--- config.mk ---
export PLATFORM = sky130hd
export DESIGN_NAME = median_flat
export DESIGN_NICKNAME = d
export VERILOG_FILES = /design/src/rtl/median_if.sv /design/src/rtl/median.sv /design/src/flat_wrapper.sv
export SDC_FILE = /design/constraint.sdc
export NUM_CORES = 1
export LEC_CHECK = 0
export ABC_AREA = 1
export ABC_CLOCK_PERIOD_IN_PS = 7640
export BUFFER_PORTS_ARGS = -buffer_cell sky130_fd_sc_hd__clkbuf_2
export CAP_MARGIN = 5
export CORE_ASPECT_RATIO = 1.4
export CORE_MARGIN = 1.5
export CORE_UTILIZATION = 53
export CTS_BUF_LIST = sky130_fd_sc_hd__clkbuf_8
export DETAILED_ROUTE_END_ITERATION = 16
export GPL_TIMING_DRIVEN = 0
export PLACE_DENSITY = 0.74
export SLEW_MARGIN = 0
export SYNTH_ARGS = -nofsm -noshare
export SYNTH_HDL_FRONTEND = slang
export SYNTH_SLANG_ARGS = --single-unit
--- constraint.sdc ---
create_clock -name CLK -period 7.64 [get_ports CLK]
set_clock_uncertainty 0.2 [all_clocks]
set_input_delay 0.764 -clock CLK [delete_from_list [all_inputs] [get_ports CLK]]
set_output_delay 0.764 -clock CLK [all_outputs]
set_load 0.1 [all_outputs]
--- src/rtl/median_if.sv ---
//------------------------------------------------------------------------------
// median_if : sample stream in / median result out for the median block
// Rev 1.0   : initial release
//------------------------------------------------------------------------------
`default_nettype none

interface median_if;
   logic       DSI;
   logic [7:0] DI;
   logic [7:0] DO;
   logic       DSO;

   modport master (output DSI, output DI, input DO, input DSO);
   modport slave  (input DSI, input DI, output DO, output DSO);
endinterface

`default_nettype wire

--- src/rtl/median.sv ---
//------------------------------------------------------------------------------
// median : 9-sample, 8-bit running-window median using a single comparator
// Rev 1.0 : initial release
//------------------------------------------------------------------------------
`default_nettype none

module median (
   input  wire logic CLK,
   input  wire logic nRST,
   median_if.slave   bus
);

   localparam logic [0:0] S_IDLE = 1'b0;
   localparam logic [0:0] S_RUN  = 1'b1;
   localparam logic [2:0] C_LAST_CYC  = 3'd7;
   localparam logic [2:0] C_LAST_PASS = 3'd4;

   logic [0:0] r_state;
   logic [0:0] w_state_nxt;

   logic [7:0] r_smp [0:8];
   logic [8:0] r_vld;
   logic [2:0] r_pass;
   logic [2:0] r_cyc;
   logic [8:0] r_best;
   logic [3:0] r_bidx;
   logic       r_seen;
   logic [7:0] r_do;
   logic       r_dso;

   logic       w_shift;
   logic       w_start;
   logic       w_step;
   logic       w_done;
   logic       w_last_cyc;

   // Keys are {valid, value} so discarded entries lose every comparison.
   logic [3:0] w_nidx;
   logic [8:0] w_nkey;
   logic [8:0] w_cand;
   logic [3:0] w_cidx;
   logic       w_take;
   logic [8:0] w_win;
   logic [3:0] w_widx;

   assign w_nidx = {1'b0, r_cyc} + 4'd1;
   assign w_nkey = {r_vld[w_nidx], r_smp[w_nidx]};
   assign w_cand = (r_cyc == 3'd0) ? {r_vld[0], r_smp[0]} : r_best;
   assign w_cidx = (r_cyc == 3'd0) ? 4'd0 : r_bidx;
   assign w_take = (w_nkey > w_cand);
   assign w_win  = w_take ? w_nkey : w_cand;
   assign w_widx = w_take ? w_nidx : w_cidx;

   always_ff @(posedge CLK or negedge nRST) begin
      if (!nRST) r_state <= S_IDLE;
      else       r_state <= w_state_nxt;
   end

   always_comb begin
      w_state_nxt = r_state;
      case (r_state)
         S_IDLE:  if (w_start) w_state_nxt = S_RUN;
         S_RUN:   if (w_done)  w_state_nxt = S_IDLE;
         default: w_state_nxt = S_IDLE;
      endcase
   end

   always_comb begin
      w_shift    = 1'b0;
      w_start    = 1'b0;
      w_step     = 1'b0;
      w_last_cyc = (r_cyc == C_LAST_CYC);
      case (r_state)
         S_IDLE: begin
            w_shift = bus.DSI;
            w_start = !bus.DSI && r_seen;
         end
         S_RUN:   w_step = 1'b1;
         default: ;
      endcase
      w_done = w_step && w_last_cyc && (r_pass == C_LAST_PASS);
   end

   always_ff @(posedge CLK or negedge nRST) begin
      if (!nRST) begin
         for (int k = 0; k < 9; k++) r_smp[k] <= '0;
         r_vld  <= '0;
         r_pass <= '0;
         r_cyc  <= '0;
         r_best <= '0;
         r_bidx <= '0;
         r_seen <= 1'b0;
         r_do   <= '0;
         r_dso  <= 1'b0;
      end else begin
         r_dso <= w_done;
         if (w_shift) begin
            r_smp[0] <= bus.DI;
            for (int k = 1; k < 9; k++) r_smp[k] <= r_smp[k-1];
            r_seen <= 1'b1;
         end
         if (w_start) begin
            r_seen <= 1'b0;
            r_vld  <= '1;
            r_pass <= '0;
            r_cyc  <= '0;
         end
         if (w_step) begin
            r_best <= w_win;
            r_bidx <= w_widx;
            r_cyc  <= r_cyc + 3'd1;
            // End of a pass: drop one maximum, or publish it on the final pass.
            if (w_last_cyc) begin
               r_pass <= r_pass + 3'd1;
               if (r_pass != C_LAST_PASS) r_vld[w_widx] <= 1'b0;
               else                       r_do <= w_win[7:0];
            end
         end
      end
   end

   assign bus.DO  = r_do;
   assign bus.DSO = r_dso;

endmodule

`default_nettype wire

--- src/flat_wrapper.sv ---
// flat-port wrapper written by rule: the top's interface ports become plain ports
module median_flat 
  (CLK, nRST, bus_DSI, bus_DI, bus_DO, bus_DSO);
  median_if bus_i ();
  input  wire logic CLK;
  input  wire logic nRST;
  input wire logic [$bits(bus_i.DSI)-1:0] bus_DSI;
  input wire logic [$bits(bus_i.DI)-1:0] bus_DI;
  output wire logic [$bits(bus_i.DO)-1:0] bus_DO;
  output wire logic [$bits(bus_i.DSO)-1:0] bus_DSO;
  assign bus_i.DSI = bus_DSI;
  assign bus_i.DI = bus_DI;
  assign bus_DO = bus_i.DO;
  assign bus_DSO = bus_i.DSO;
  median u_core (.CLK(CLK), .nRST(nRST), .bus(bus_i));
endmodule
==> impl_metrics.csv <==
group,metric,value,unit
run_status,status,"finished, final reports clean",
floorplanning,die_h,124,um
sta,post-route-min-period,4.14,ns
yosys,synth_edf_count,0,
hold_path,hold_class,"input pin to asynchronous set/reset pin",
grt,antenna_found_initial,0,
route,first_iter_violations,320,
clock_network,cts_resized,0,
yosys,synth.largest_area_cell,"dfrtp_1",
grt,grt_start_max_net_pins,112,
floorplanning,io_pins,20,
clock_network,post_cts_buffers,0,
yosys,synthMostInstantiatedCell,"nand2_1",
grt,overflow,0,
clock_network,cts_hold_buf,0,
layout,multiInputGateArea,2290,um^2
floorplanning,core_area,10300,um^2
sta,finalCritPeriodShare,0.542,
clock_network,clock_path_buffers,2,
sta,fin_tns_setup,0,ns
yosys,syn-num-nets,690,
critical_path,cp_cell_sequence,"buf_4 > buf_4 > inv_1 > ha_1 > buf_2 > buf_2 > a21oi_1 > o21ai_0 > nand3_1 > nand3_1 > nand2_1 > ha_1 > a21o_1 > o21ai_2 > nand2_4 > nand3_1 > nand3_1 > nor2_1 > a21oi_1",
floorplanning,dieArea,11100,um^2
sta,slew_headroom,0.302,
placement,routabilityCongestion,0.872,
clock_network,h-tree-depth,3,
route,ant_nets,0,
critical_path,crit_fanout,10,
layout,layout.nets,720,
critical_path,r2r_start,"u_core.r_cyc[0]$_DFFE_PN0P_",
placement,dpl.hpwl,10000,um
floorplanning,die_w,89.5,um
yosys,synthTopCellsByCount,"125 x nand2_1, 111 x dfrtp_1, 77 x a21oi_1, 66 x inv_1, 66 x o21ai_0",
yosys,netlist_area,5550,um^2
yosys,yosysWarnings,0,
critical_path,worst_path_max_delay_cell,"dfrtp_1",
yosys,synthCells,665,
yosys,postSynthAreaPerCell,8.35,um^2
sta,hold_violations,0,
clock_network,numCtsBuffers,9,
yosys,synth.distinct_cells,33,
sta,timing.fmax,0.241,GHz
critical_path,startpoint_type,"flop",
grt,track_usage,0.278,
route,drt_wl_total,14100,um
grt,grt_pass1_vias,4634,
layout,antennaDiodeCount,0,
route,drc_errors,0,
yosys,yosys-top-cells-area,"dfrtp_1 50%, nand2_1 8.4%, a21oi_1 6.9%",
yosys,synth_seq_cells,111,
sta,tightest_slew,1.04,ns
placement,portBuffers,19,
yosys,synth_async_sr_flop_share,1.00,
critical_path,crit_type,"flop to flop",
route,firstDrtPassIters,5,
floorplanning,start_util,0.539,
floorplanning,num_rows,44,
sta,hold_slack,0.257,ns
yosys,seq_area_frac_synth,0.500,
clock_network,clock_sinks,111,
yosys,synth_flop_cell,"dfrtp_1",
critical_path,critical_path.startpoint,"u_core.r_cyc[0]$_DFFE_PN0P_",
clock_network,cts_tree,"built",
clock_network,cts_root_buffer,"clkbuf_8",
grt,grt_pass1_wl,22800,um
run,max-cap-violations,0,
critical_path,cp.arrival,4.20,ns
critical_path,critPathMostFrequentCell,"nand3_1",
route,wire_per_inst,16.9,um
route,via_per_inst,5.66,
layout,drive_gt1_frac,0.130,
layout,syn2layout_area_growth,9.58,%
sta,setup_viol,0,
route,vias,4744,
critical_path,cp.required,7.70,ns
sta,slew_viol_final,0,
critical_path,crit_path_end_kind,"flop",
yosys,synth_top_area_frac,0.500,
clock_network,path_clk_slew,0.10,ns
layout,seqCellArea,2780,um^2
clock_network,insertion_delay,0.39,ns
critical_path,max_stage_delay,0.44,ns
layout,fillers,934,
sta,rsz0062_at_grt,"no",
worst max-delay path, delay by kind of cell (launching register included):
family	cells	cell delay (ns)
AOI/OAI and AO/OA	5	0.66
adders and majority gates	2	0.66
buffers and inverters	5	1.02
DFF	1	0.44
and+or+nand+nor	7	1.03
cell type report:
class | instances | area share
inverters | 71 | 0.0438
repair buffers | 19 | 0.0171
clock buffers | 11 | 0.0249
clock inverters | 5 | 0.0171
plain buffers | 38 | 0.0358
flip-flops and latches | 111 | 0.457
multi-input cells | 445 | 0.377
well taps | 138 | 0.0284
layout by cell type, fill, tap and decap left out, types with 18 or more instances in the layout:
cell type  Yosys  final
nor2_1        57     57
o21ai_0       66     66
dfrtp_1      111    111
nand3_1       42     42
clkbuf_2       0     18
inv_1         66     66
a21oi_1       77     77
o211ai_1      19     19
nand2_1      125    125
path summary, 6_finish.rpt:
check                           slack (ns)                      endpoint  cells past startpoint
worst max-delay path                  3.50     u_core.r_vld[1]$_DFF_PN0_                     19
worst min-delay path                  0.26  u_core.bus.DO[2]$_DFFE_PN0P_                      1
worst max register to register        3.50     u_core.r_vld[1]$_DFF_PN0_                     19
worst min register to register        0.31  u_core.r_best[3]$_DFFE_PN0P_                      2
max in group asynchronous             6.37  u_core.r_bidx[0]$_DFFE_PN0P_                      1
min in group CLK                      0.31  u_core.r_best[3]$_DFFE_PN0P_                      2
logic make-up (layout without fill, tap and decap cells):
family,count (synthesis),after routing,synth area share
buffers and inverters,109,144,0.0872
DFF,111,111,0.500
muxes,8,8,0.0162
adders and majority gates,14,14,0.0315
AOI/OAI and AO/OA,178,178,0.173
and+or+nand+nor,245,245,0.192
state kept, by name, indices dropped and copies added (netlist names):
name and flops:
u_core.r_seen 1, u_core.bus.DO 8, u_core.bus.DSO 1, u_core.r_pass 3
u_core.r_cyc 3, u_core.r_vld 9, u_core.r_state 1, u_core.r_best 9
u_core.r_smp 72, u_core.r_bidx 4
metal layers:
metal,wire length (um),share of wire,GRT usage,vias to the layer above
met4,606,0.043,0.159,0
li1,-,-,-,2241
met2,7210,0.51,0.474,155
met1,5670,0.40,0.321,2299
met3,658,0.047,0.0543,49
met5,0,0,0,-
stage by stage:
| stage | std cells | instance area [um^2] | utilization | worst slack [ns] |
|---|---|---|---|---|
| 6_report | 838 | 6080 | 0.591 | 3.50 |
| 3_3_place_gp | 822 | 5820 | 0.565 | 3.57 |
| 2_1_floorplan | 665 | 5550 | - | 4.36 |
| 5_1_grt | 838 | 6080 | 0.591 | 3.18 |
| 3_5_place_dp | 822 | 5830 | 0.566 | 3.59 |
| 4_1_cts | 838 | 6080 | 0.591 | 3.55 |
Power is left out: the tool's default activity adds up to more than one toggle a clock period on the data nets, which glitch-free logic cannot reach.
